==> config.mk <==
export PLATFORM = sky130hd
export DESIGN_NAME = hasti_timem_bridge
export DESIGN_NICKNAME = d
export VERILOG_FILES = /design/src/rtl/hasti_timem_bridge.sv
export SDC_FILE = /design/constraint.sdc
export NUM_CORES = 1
export LEC_CHECK = 0
export BUFFER_PORTS_ARGS = -buffer_cell sky130_fd_sc_hd__buf_2
export CAP_MARGIN = 20
export CORE_MARGIN = 3
export CORE_UTILIZATION = 41
export DETAILED_ROUTE_END_ITERATION = 8
export GPL_TIMING_DRIVEN = 0
export PLACE_DENSITY = 0.95
export SLEW_MARGIN = 20
export SYNTH_ARGS = -nofsm -noshare
export SYNTH_HDL_FRONTEND = slang
export SYNTH_SLANG_ARGS = --single-unit
==> constraint.sdc <==
create_clock -name clk -period 2.7 [get_ports clk]
set_input_delay 0.81 -clock clk [delete_from_list [all_inputs] [get_ports clk]]
set_output_delay 0.81 -clock clk [all_outputs]
set_load 0.03 [all_outputs]
==> src/rtl/hasti_timem_bridge.sv <==
// HASTI (AHB-lite) slave bridging the core data bus onto the single-port TIM.
// Optional address/alignment checking with a two-cycle ERROR response: HASTI_TIMEM_RANGE_CHECK_EN.
module hasti_timem_bridge #(
    parameter int unsigned MEM_BYTES_LOG2 = 14,
    parameter logic [31:0] BASE_ADDR      = 32'h0000_0000
) (
    input  logic        clk,
    input  logic        reset,
    input  logic [31:0] haddr,
    input  logic        hwrite,
    input  logic [2:0]  hsize,
    input  logic [1:0]  htrans,
    input  logic [31:0] hwdata,
    output logic [31:0] hrdata,
    output logic        hready,
    output logic        hresp,
    output logic [31:0] mem_addr,
    output logic        mem_read,
    output logic        mem_write,
    output logic [2:0]  mem_size,
    output logic [31:0] mem_wdata,
    input  logic [31:0] mem_rdata
);

`ifdef HASTI_TIMEM_RANGE_CHECK_EN
    typedef enum logic [2:0] {S_IDLE, S_WR, S_RD, S_RD_STALL, S_ERR1, S_ERR2} state_e;
`else
    typedef enum logic [2:0] {S_IDLE, S_WR, S_RD, S_RD_STALL} state_e;
`endif

    state_e      state_q, state_d;
    logic [31:0] addr_q, addr_d;
    logic [2:0]  size_q, size_d;
    logic        ready_int;
    logic        acc;
    logic        bad;
    logic        unused_bits;

`ifdef HASTI_TIMEM_RANGE_CHECK_EN
    assign ready_int = (state_q != S_RD_STALL) && (state_q != S_ERR1);
`else
    assign ready_int = (state_q != S_RD_STALL);
`endif
    assign acc = ready_int & htrans[1];

`ifdef HASTI_TIMEM_RANGE_CHECK_EN
    always_comb begin
        bad = (haddr[31:MEM_BYTES_LOG2] != BASE_ADDR[31:MEM_BYTES_LOG2]);
        if (hsize == 3'd1 && haddr[0])
            bad = 1'b1;
        if (hsize == 3'd2 && haddr[1:0] != 2'b00)
            bad = 1'b1;
    end
    assign unused_bits = htrans[0];
`else
    assign bad         = 1'b0;
    assign unused_bits = ^{htrans[0], BASE_ADDR, 32'(MEM_BYTES_LOG2)};
`endif

    always_ff @(posedge clk or posedge reset) begin
        if (reset) begin
            state_q <= S_IDLE;
            addr_q  <= '0;
            size_q  <= '0;
        end else begin
            state_q <= state_d;
            addr_q  <= addr_d;
            size_q  <= size_d;
        end
    end

    // A read accepted while the write data phase owns the port is deferred one cycle.
    always_comb begin
        state_d = S_IDLE;
        addr_d  = addr_q;
        size_d  = size_q;
        if (acc && !bad) begin
            if (hwrite) begin
                state_d = S_WR;
                addr_d  = haddr;
                size_d  = hsize;
            end else if (state_q == S_WR) begin
                state_d = S_RD_STALL;
                addr_d  = haddr;
                size_d  = hsize;
            end else begin
                state_d = S_RD;
            end
        end
        if (state_q == S_RD_STALL)
            state_d = S_RD;
`ifdef HASTI_TIMEM_RANGE_CHECK_EN
        if (acc && bad)
            state_d = S_ERR1;
        if (state_q == S_ERR1)
            state_d = S_ERR2;
`endif
    end

    always_comb begin
        hready    = ready_int;
        hresp     = 1'b0;
        hrdata    = '0;
        mem_read  = 1'b0;
        mem_write = 1'b0;
        mem_addr  = '0;
        mem_size  = '0;
        mem_wdata = '0;
        case (state_q)
            S_WR: begin
                mem_write = 1'b1;
                mem_addr  = addr_q;
                mem_size  = size_q;
                mem_wdata = hwdata;
            end
            S_RD: hrdata = mem_rdata;
            S_RD_STALL: begin
                mem_read = 1'b1;
                mem_addr = addr_q;
                mem_size = size_q;
            end
`ifdef HASTI_TIMEM_RANGE_CHECK_EN
            S_ERR1, S_ERR2: hresp = 1'b1;
`endif
            default: ;
        endcase
        if (acc && !bad && !hwrite && state_q != S_WR) begin
            mem_read = 1'b1;
            mem_addr = haddr;
            mem_size = hsize;
        end
    end

endmodule

Word-level counts from Yosys, hierarchy flattened
Cells that the tools add are included.

Bits in registers: 38. Latch bits: 0. RAM bits: 0. Bits in read-only memories: 0. Input bits: 104. Output and inout port bits: 103. Logic and storage cells: 32. Memories kept: 0.

Add/sub/neg operators: 0. Multipliers: 0. Div/mod/pow operators: 0. Order comparisons: 0. Equal/unequal tests: 5. Shift operators: 0. Muxes and demuxes: 17. Bitwise gates (word level): 1. Reductions and logical operators: 6.

Operator list (number): 32-bit 2-to-1 mux (6); 3-bit 2-to-1 mux (5); 3-bit by 2-bit == test with 1-bit output, second input constant (2); 1-bit 2-to-1 mux (4); 2-bit 2-to-1 mux (2); 3-bit by 1-bit == test with 1-bit output, second input constant (1); 3-bit by 1-bit inequality test with 1-bit output, second input constant (1); 3-bit by 2-bit inequality test with 1-bit output, second input constant (1); 1-bit logical AND (2); 2-bit AND reduction (1); 2-bit nonzero test (1); 2-bit OR reduction (1); 1-bit bitwise AND (1); 1-bit zero test (1).

Logic depth before layout (Yosys ltp)
Gate-level depths: netlist of run 1.

Depth after elaboration: 5. Depth in mapped cells: 5. Gate-level depth less buffers: 3.

Worst setup path after synthesis of run 1
No wires, ideal clock.

Path type: input port to output port. Start point: input port htrans[1]. End point: output port mem_addr[10]. Arrival time: 1.984 ns. Data required time: 1.890 ns. Slack: -0.094 ns. Stages on the path: 5. Path buffers: 2. Cells stage by stage: nor2b_1 > buf_2 > buf_2 > nand2_1 > o21ai_0.

Word-level cells in the longest chain between the ends: 4.

Ends and longest elaborated chain: from (decl) (RTL line 12) `input logic [1:0] htrans,`; 1-bit bitwise AND (RTL line 44) `assign acc = ready_int & htrans[1];`; 1-bit logical AND (2 in series) (RTL line 127) `if (acc && !bad && !hwrite && state_q != S_WR) begin`; 32-bit 2-to-1 mux (RTL line 127); to (decl) (RTL line 17) `output logic [31:0] mem_addr,`.

No other way between the ends.

Worst setup path in the final report of run 1
Start point: input port htrans[1]. End point: output port mem_addr[17].

Same word-level chain as after synthesis.

==> results.cfg, run 1 <==
[synth]
ys_seq_area_frac = 0.3936
synthDistinctLibCells = 15
ys_ff_latch = 37
synth_nets = 379
yosysWarnings = 0
avgSynthCellArea_um2 = 8.554
synthesis.area_um2 = 2352
syn_inst = 275

[layout]
mostFrequentLayoutCells = 197 x buf_2, 72 x nand2_1, 64 x and2_1
drive_gt1_frac = 0.5380
num_antenna_cells = 0
final_common_cell = buf_2
syn_to_final_growth_pct = 53.30
fillers = 440
utilization = 0.6759
fin_nets = 591

[run]
drv_cap = 0

[floorplan]
die_width_um = 81.75
start_util = 0.4409
dieArea_um2 = 6682
ios = 207
fp-row-count = 26
die_h_um = 81.75
core_um2 = 5335

[route]
via_count = 2659
dr.pass1.iters = 5
drt-vias-per-instance = 4.774
postRouteAntennaNets = 0
top_layer_used = met4
wl_met3_um = 642
wl_met1_mm = 3.071
drt_iter0_drc = 92
remaining_drc_errors = 0
wl_per_cell_um = 15.18
wl_met2_mm = 4.536
routed_wl_mm = 8.457

[setup_path]
worstRegToRegCells = 4
worstSetupEndpointType = primary output
path_max_fanout = 10
critical_path_required_ns = 1.89
start_kind = input pin
rr_startpoint = state_q[0]$_DFF_PP0_
setup.worst_path.start = htrans[1]
reg2reg_slack_ns = 1.14
crit_path_end = mem_addr[17]
r2r_end = size_q[1]$_DFFE_PP0P_
critical_path_class = in2out
cp_data_arrival_time_ns = 1.81

[clock_network]
insertion_delay_ns = 0.28
cts-root-buf = clkbuf_8
clk_path_buf_depth = 2
cts_buffers = 5
clock_sinks = 37
cts_max_level = 2
clk_pin_slew_worst_paths_ns = 0.06
cts_tree = built
hold_buffers = 0

[sta]
setup_viol = 0
min_period_over_period = 0.9709
hold_viol = 0
tns_ns = 0
clock.fmax_ghz = 0.3815
slew_violations = 0
rsz0062_at_grt = yes
fin_skew_ns = 0.008425
slew_headroom = 0.4859
worstMarginPinSlew_ns = 0.7700
finalCriticalPeriod_ns = 2.622

[place]
place_congestion = 0.8647
dp_hpwl_mm = 6.966
io_buffers = 204

[grt]
antenna_found_initial = 0
grt_overflow_total = 0
grt_first_pass_wirelength_mm = 12.29
grt_max_degree = 38
grt_pass1_vias = 2598
grtUsageTotal = 0.2405

[hold_path]
hold_class = reg2reg

[power_and_ir_drop]
peakVddDrop_v = 0.0004104
power_density_nw_per_um2 = 520.4
power.leakage_nw = 2.004

[outcome]
status = finished clean
-- synth_stat cells --
| cell type | n | area [µm²] |
|---|---|---|
| nand2_1 | 72 | 270.3 |
| and2_1 | 64 | 400.4 |
| dfrtp_1 | 37 | 925.9 |
| o21ai_0 | 36 | 180.2 |
| mux2_2 | 35 | 394.1 |
| clkbuf_1 | 13 | 48.80 |
| buf_2 | 5 | 25.02 |
| buf_6 | 3 | 33.78 |
| nor2b_1 | 3 | 18.77 |
| inv_1 | 2 | 7.510 |
| buf_4 | 1 | 7.510 |
| conb_1 | 1 | 3.750 |
| nand2b_1 | 1 | 6.260 |
| nor2b_4 | 1 | 13.76 |
| o21ai_4 | 1 | 16.27 |
-- through the flow --
stage	hold WS [ns]	cell area, µm²	instances	power (mW)	worst slack (ns)
final	0.5070	3606	557	1.877	0.07849
after global routing	0.5312	3606	557	1.982	-0.002769
after CTS	0.5084	3563	556	1.871	0.0008626
after detailed placement	0.4924	3461	549	1.485	-0.06065
after global placement	0.4869	3461	549	1.456	-0.02530
after floorplan	0.4792	2352	275	1.229	0.09788
-- what timing repair did --
| item | CTS | global route |
|---|---|---|
| endpoints found under the setup margin | 29 | 31 |
| buffers inserted | 0 | 1 |
| resized for setup | 7 | 15 |
-- cells by family (layout without fill, tap and decap cells) --
family,count (synthesis),in the layout,share of synthesized area
AND/OR/NAND/NOR,141,141,0.3016
AO/OA/AOI/OAI,37,37,0.08351
other,1,1,0.001594
multiplexers,35,35,0.1676
flip-flops,37,37,0.3936
buffers and inverters,24,236,0.05213
-- worst min-delay path by stage --
| stage | startpoint | end | slack [ns] | depth (start not counted) |
|---|---|---|---|---|
| after floorplan | addr_q[0]$_DFFE_PP0P_ | addr_q[0]$_DFFE_PP0P_ | 0.48 | 1 |
| after global placement | addr_q[7]$_DFFE_PP0P_ | addr_q[7]$_DFFE_PP0P_ | 0.49 | 1 |
| after detailed placement | addr_q[1]$_DFFE_PP0P_ | addr_q[1]$_DFFE_PP0P_ | 0.49 | 1 |
| after CTS | addr_q[1]$_DFFE_PP0P_ | addr_q[1]$_DFFE_PP0P_ | 0.51 | 1 |
| after global routing | addr_q[31]$_DFFE_PP0P_ | addr_q[31]$_DFFE_PP0P_ | 0.53 | 1 |
| final | addr_q[1]$_DFFE_PP0P_ | addr_q[1]$_DFFE_PP0P_ | 0.51 | 1 |
-- worst max-delay path: stages --
cell     delay [ns]
buf_2          0.12
nor2b_1        0.13
buf_4          0.15
buf_4          0.17
nand2_1        0.08
o21ai_1        0.13
buf_2          0.22
-- layout make-up --
type	count	area, µm²	share of cell area
multi-input combinational	214	1310	0.3633
timing repair buffer	205	1061	0.2942
sequential	37	925.9	0.2568
buffer	22	127.6	0.03539
tap	70	87.58	0.02429
clock buffer	7	86.33	0.02394
inverter	2	7.507	0.002082
-- power breakdown --
group          leakage (nW)  switching [mW]  internal [mW]
registers             0.436          0.0580          0.666
logic                  1.52           0.466          0.304
clock network        0.0443           0.181          0.202
total                  2.00           0.705           1.17
-- registers in the layout (all words and copies together) (netlist names) --
signal	count
size_q	3
addr_q	32
state_q	2
-- metal layers --
metal	vias to the layer above	track usage
met3	18	0.06908
met2	116	0.4321
met5	-	0
li1	1304	-
met1	1221	0.2656
met4	0	0.09302
(Power assumes the default switching activity.)
==> inputs of run 2 (changes only) <==
--- a/config.mk
+++ b/config.mk
@@ -11,7 +11,7 @@
 export CORE_UTILIZATION = 41
 export DETAILED_ROUTE_END_ITERATION = 8
 export GPL_TIMING_DRIVEN = 0
-export PLACE_DENSITY = 0.95
+export PLACE_DENSITY = 0.86
 export SLEW_MARGIN = 20
 export SYNTH_ARGS = -nofsm -noshare
 export SYNTH_HDL_FRONTEND = slang
==> run 2 against run 1 <==
Setup slack worse by 0.029 ns. Routed wire length is 3.7% lower. Via count up 0.26%. Maximum frequency shrank 1.1%. Worst hold slack better by 0.0023 ns. Combinational power fell by 0.9%. Clock power down 8.1%. Non-clock buffer count rose by 1. Global-route usage shrank 1.5 points. Sequential share of layout area rose by 0.15 points. Clock-buffer cell count is 2 lower.
==> results.cfg, run 2 (synthesis results as in run 1) <==
[sta]
min_period_over_period = 0.9816
fin_skew_ns = 0.005676
slew_violations = 0
holdWs_ns = 0.5093
hold_viol = 0
setup_viol = 0
slew_headroom = 0.4834
tns_ns = 0
clock.fmax_ghz = 0.3773
worstMarginPinSlew_ns = 0.7738
finalCriticalPeriod_ns = 2.650

[outcome]
status = finished clean

[power_and_ir_drop]
power_density_nw_per_um2 = 512.9
power_frac_seq = 0.394
switching_share = 0.3820
p_sw_mw = 0.7023
pwr-share-comb = 0.415
p_int_mw = 1.136
peakVddDrop_v = 0.0003031
clock_power_share = 0.191
power.leakage_nw = 1.997

[hold_path]
min-delay-start = addr_q[22]$_DFFE_PP0P_
hold_class = reg2reg

[floorplan]
ios = 207
dieArea_um2 = 6682
core_um2 = 5335
die_h_um = 81.75
start_util = 0.4409
die_width_um = 81.75
fp-row-count = 26

[layout]
largest_reg_flops = 32
top_regs = addr_q: 32 flops, size_q: 3 flops, state_q: 2 flops
regMostFlops = addr_q
seq_area_um2 = 925.9
mostFrequentLayoutCells = 199 x buf_2, 72 x nand2_1, 64 x and2_1
multi_input_area_um2 = 1306
fin_nets = 592
fillers = 444
syn_to_final_growth_pct = 52.39
final_common_cell = buf_2
drive_gt1_frac = 0.5359

[route]
dr.pass1.iters = 4
drt-vias-per-instance = 4.778
drt_iter0_drc = 86
via_count = 2666
wl_per_cell_um = 14.59
routed_wl_mm = 8.141
postRouteAntennaNets = 0
remaining_drc_errors = 0

[grt]
grt_max_degree = 38
grt_overflow_total = 0
grt_first_pass_wirelength_mm = 11.61
use_met1 = 0.2580
antenna_found_initial = 1
met2_usage = 0.4015
grt.met3_usage = 0.06250
grtUsageTotal = 0.2255
busiest_layer = met2
grt_pass1_vias = 2536

[setup_path]
critical_path_class = in2out
rr_startpoint = state_q[0]$_DFF_PP0_
critical_path_required_ns = 1.89
worstSetupEndpointType = primary output
cp_data_arrival_time_ns = 1.84
setup.worst_path.start = htrans[1]
path_max_fanout = 10
start_kind = input pin

[run]
drv_cap = 0

[clock_network]
cts_max_level = 2
cts-root-buf = clkbuf_8
clock_sinks = 37
clk_pin_slew_worst_paths_ns = 0.07
insertion_delay_ns = 0.28
cts_buffers = 5
cts_tree = built
clk_path_buf_depth = 2

[place]
dp_hpwl_mm = 6.522
io_buffers = 204
place_congestion = 0.8372
## run 2: changes by cell type in the layout (fill, tap and decap cells not counted), sizes merged
| cell | change |
|---|---|
| clkbuf | -4 |
| buf | +3 |
| clkinv | +1 |
| diode | +1 |
## run 2: through the flow
step | total power [mW] | utilization | cells | setup slack, ns | instance area, µm²
after floorplan | 1.229 | - | 275 | 0.09788 | 2352
after global placement | 1.454 | 0.6487 | 549 | -0.04199 | 3461
after detailed placement | 1.484 | 0.6487 | 549 | -0.08166 | 3461
after CTS | 1.842 | 0.6663 | 555 | 0.02884 | 3555
after global routing | 1.942 | 0.6719 | 558 | -0.005185 | 3585
final | 1.839 | 0.6719 | 558 | 0.04967 | 3585
## run 2: path summary, 6_finish.rpt
check | slack (ns) | cells past startpoint | end
max | 0.05 | 7 | mem_addr[14]
min | 0.51 | 1 | addr_q[22]$_DFFE_PP0P_
max reg2reg | 1.10 | 4 | addr_q[10]$_DFFE_PP0P_
min reg2reg | 0.51 | 1 | addr_q[22]$_DFFE_PP0P_
max in group asynchronous | 1.55 | 2 | addr_q[27]$_DFFE_PP0P_
min in group asynchronous | 0.66 | 2 | addr_q[29]$_DFFE_PP0P_
## run 2: routing by layer
layer | wire, µm | vias up | part of all wire
met3 | 632 | 13 | 0.078
met4 | 150 | 0 | 0.018
met1 | 3111 | 1238 | 0.38
met5 | 0 | - | 0
li1 | - | 1309 | -
met2 | 4246 | 106 | 0.52
## run 2: layout make-up
cell class / count / share of cell area
multi-input cells: 214 / 0.3644
repair buffers: 206 / 0.2932
flip-flops and latches: 37 / 0.2583
plain buffers: 22 / 0.03630
well taps: 70 / 0.02443
clock buffers: 5 / 0.01920
inverters: 2 / 0.002094
clock inverters: 1 / 0.001396
diodes: 1 / 0.0006981
## run 2: critical path: stages
cell and delay [ns]:
buf_2 0.13, nor2b_1 0.15, buf_4 0.16, buf_4 0.17, nand2_1 0.06, o21ai_1 0.13
buf_2 0.23
## run 2: power groups by stage
stage / clock (mW) / combinational [mW] / sequential, mW
floorplan: 0 / 0.515 / 0.713
global placement: 0 / 0.734 / 0.721
detailed placement: 0 / 0.751 / 0.732
CTS: 0.360 / 0.761 / 0.722
global route: 0.384 / 0.819 / 0.739
finish: 0.352 / 0.763 / 0.723
## run 2: what timing repair did
item                                    in CTS  in global routing
hold buffers                                 0                  0
resized for setup                            8                  8
cloned                                       0                  0
buffers inserted                             0                  2
endpoints found under the setup margin      30                 57
==> inputs of run 3 (changes only) <==
--- a/config.mk
+++ b/config.mk
@@ -5,10 +5,11 @@
 export SDC_FILE = /design/constraint.sdc
 export NUM_CORES = 1
 export LEC_CHECK = 0
+export ABC_AREA = 1
 export BUFFER_PORTS_ARGS = -buffer_cell sky130_fd_sc_hd__buf_2
 export CAP_MARGIN = 20
 export CORE_MARGIN = 3
-export CORE_UTILIZATION = 41
+export CORE_UTILIZATION = 43
 export DETAILED_ROUTE_END_ITERATION = 8
 export GPL_TIMING_DRIVEN = 0
 export PLACE_DENSITY = 0.86
==> run 3 against run 2 <==
Clock power grew 16%. Largest cell class unchanged. Total power up 1.4%. Non-clock buffer count grew 8. Maximum frequency is 1.4% higher. Clock skew rose by 0.00061 ns. Critical endpoint is now mem_addr[4]. Routed wire length grew 15%. Setup slack improved by 0.037 ns.
==> results.cfg, run 3 <==
[route]
routed_wl_mm = 9.393
drt_iter0_drc = 176
postRouteAntennaNets = 0
via_count = 3435
wl_per_cell_um = 13.27
dr.pass1.iters = 4
remaining_drc_errors = 0
drt-vias-per-instance = 4.852

[power_and_ir_drop]
peakVddDrop_v = 0.0003377
p_int_mw = 1.090
power.leakage_nw = 2.675
switching_share = 0.4154
p_sw_mw = 0.7747
power_frac_seq = 0.369
clock_power_share = 0.219
power_density_nw_per_um2 = 479.8
pwr-share-comb = 0.412

[layout]
mostFrequentLayoutCells = 211 x buf_2, 143 x nand2_1, 67 x inv_1
syn_to_final_growth_pct = 45.73
fin_nets = 737
regMostFlops = addr_q
largest_reg_flops = 32
num_antenna_cells = 0
utilization = 0.6527
top_regs = addr_q: 32 flops, size_q: 3 flops, state_q: 2 flops
final_common_cell = buf_2
drive_gt1_frac = 0.4107

[place]
dp_hpwl_mm = 7.576
io_buffers = 203
dp_worst_setup_slack_ns = -0.04117
place_congestion = 0.8776

[synth]
synthTopCellsByArea = dfrtp_1 35%, nand2_1 20%, inv_1 9.6%
synthDistinctLibCells = 19
async_flop_share = 1.000
ys_seq_area_frac = 0.3471
synth_nets = 527
synthFlopType = dfrtp_1
yosysTopAreaCellShare = 0.3471
avgSynthCellArea_um2 = 6.306
synth.most_common_cell = nand2_1
synth_top_area_cell = dfrtp_1
yosysWarnings = 0
ys_top_cells_by_count = 143 x nand2_1, 68 x inv_1, 45 x nor2_1, 37 x dfrtp_1
synth_enable_flop_cells = 0
ys_ff_latch = 37
syn_inst = 423
synthesis.area_um2 = 2668

[setup_path]
critical_path_class = in2out
path_max_fanout = 10
worstSetupEndpointType = primary output
critical_path_required_ns = 1.89
start_kind = input pin
cp_data_arrival_time_ns = 1.80
setup.worst_path.start = hwrite
rr_startpoint = state_q[0]$_DFF_PP0_

[grt]
grt_max_degree = 38
antenna_found_initial = 0
grt_overflow_total = 0
grt_pass1_vias = 3222
grt_first_pass_wirelength_mm = 15.08
grtUsageTotal = 0.2571

[floorplan]
die_h_um = 84.77
core_um2 = 5956
die_width_um = 84.77
ios = 207
start_util = 0.4479
dieArea_um2 = 7185
fp-row-count = 28

[clock_network]
insertion_delay_ns = 0.30
clock_sinks = 37
post_cts_buffers = 0
cts_buffers = 5
clk_pin_slew_worst_paths_ns = 0.08
cts-root-buf = clkbuf_8
cts_tree = built
clk_path_buf_depth = 2
hold_buffers = 0
cts_max_level = 2

[run]
drv_cap = 0

[sta]
fin_skew_ns = 0.006285
slew_violations = 0
setup_ws_ns = 0.08627
clock.fmax_ghz = 0.3826
setup_viol = 0
finalCriticalPeriod_ns = 2.614
slew_headroom = 0.4946
worstMarginPinSlew_ns = 0.7569
hold_viol = 0
min_period_over_period = 0.9680

[outcome]
status = finished clean

[hold_path]
min-delay-start = addr_q[6]$_DFFE_PP0P_
hold_class = reg2reg
run 3: changes by cell type after synthesis, moves of 45 or more:
cell     change
nand2_1     +71
inv_1       +66
and2_1      -64
nor2_1      +45
run 3: repair_timing:
action / in CTS / in global routing
setup endpoints to repair: 30 / 30
gates cloned: 0 / 0
resized for setup: 0 / 10
pin swaps: 0 / 0
endpoints found under the hold margin: 0 / 0
run 3: power groups by stage:
stage	clock network, mW	logic [mW]	registers (mW)
2_1_floorplan	0	0.517	0.686
3_3_place_gp	0	0.751	0.694
3_5_place_dp	0	0.765	0.697
4_1_cts	0.408	0.767	0.688
5_1_grt	0.426	0.842	0.697
6_report	0.408	0.768	0.688
run 3: kinds of logic after synthesis:
| family | share of synthesized area |
|---|---|
| AOI/OAI and AO/OA | 0.001874 |
| buffers and inverters | 0.1773 |
| DFF | 0.3471 |
| other | 0.001406 |
| and+or+nand+nor | 0.4723 |
run 3: cell type report:
cell class | count | area, µm²
Buffer | 33 | 220.2
Clock buffer | 6 | 82.58
Clock inverter | 1 | 7.507
Fill cell | 568 | 2068
Inverter | 70 | 265.3
Multi-Input combinational cell | 283 | 1274
Sequential cell | 37 | 925.9
Tap cell | 75 | 93.84
Timing Repair Buffer | 203 | 1018
run 3: worst max-delay path, cell delays in order:
cell	delay, ns
buf_2	0.10
inv_1	0.10
nand2_4	0.12
inv_4	0.12
clkbuf_4	0.21
nand3_1	0.10
nand2_1	0.07
buf_2	0.19
run 3: per-stage QoR:
stage / setup TNS, ns / power, mW / area [µm²] / hold WS, ns / cells
final: 0 / 1.865 / 3887 / 0.4773 / 708
after global routing: -0.001703 / 1.965 / 3887 / 0.4902 / 708
after CTS: -0.6696 / 1.863 / 3867 / 0.4760 / 708
after detailed placement: -0.3515 / 1.462 / 3777 / 0.4585 / 701
after global placement: -0.3227 / 1.445 / 3777 / 0.4541 / 701
after floorplan: 0 / 1.203 / 2668 / 0.4417 / 423
run 3: metal layers:
layer  global-route usage  share of wire  up-vias
li1                     -              -     1700
met2               0.4726           0.52      158
met1               0.2930           0.38     1555
met4               0.1079          0.027        0
met3              0.04024          0.075       22
met5                    0              0        -
run 3: worst paths after layout:
| kind | to | slack (ns) | cells after the start |
|---|---|---|---|
| setup reg to reg | addr_q[1]$_DFFE_PP0P_ | 1.45 | 6 |
| hold / removal | addr_q[6]$_DFFE_PP0P_ | 0.48 | 2 |
| setup / recovery | mem_addr[4] | 0.09 | 8 |
| min in group asynchronous | addr_q[2]$_DFFE_PP0P_ | 0.64 | 2 |
| hold reg to reg | addr_q[6]$_DFFE_PP0P_ | 0.48 | 2 |
| max in group asynchronous | addr_q[23]$_DFFE_PP0P_ | 1.56 | 2 |
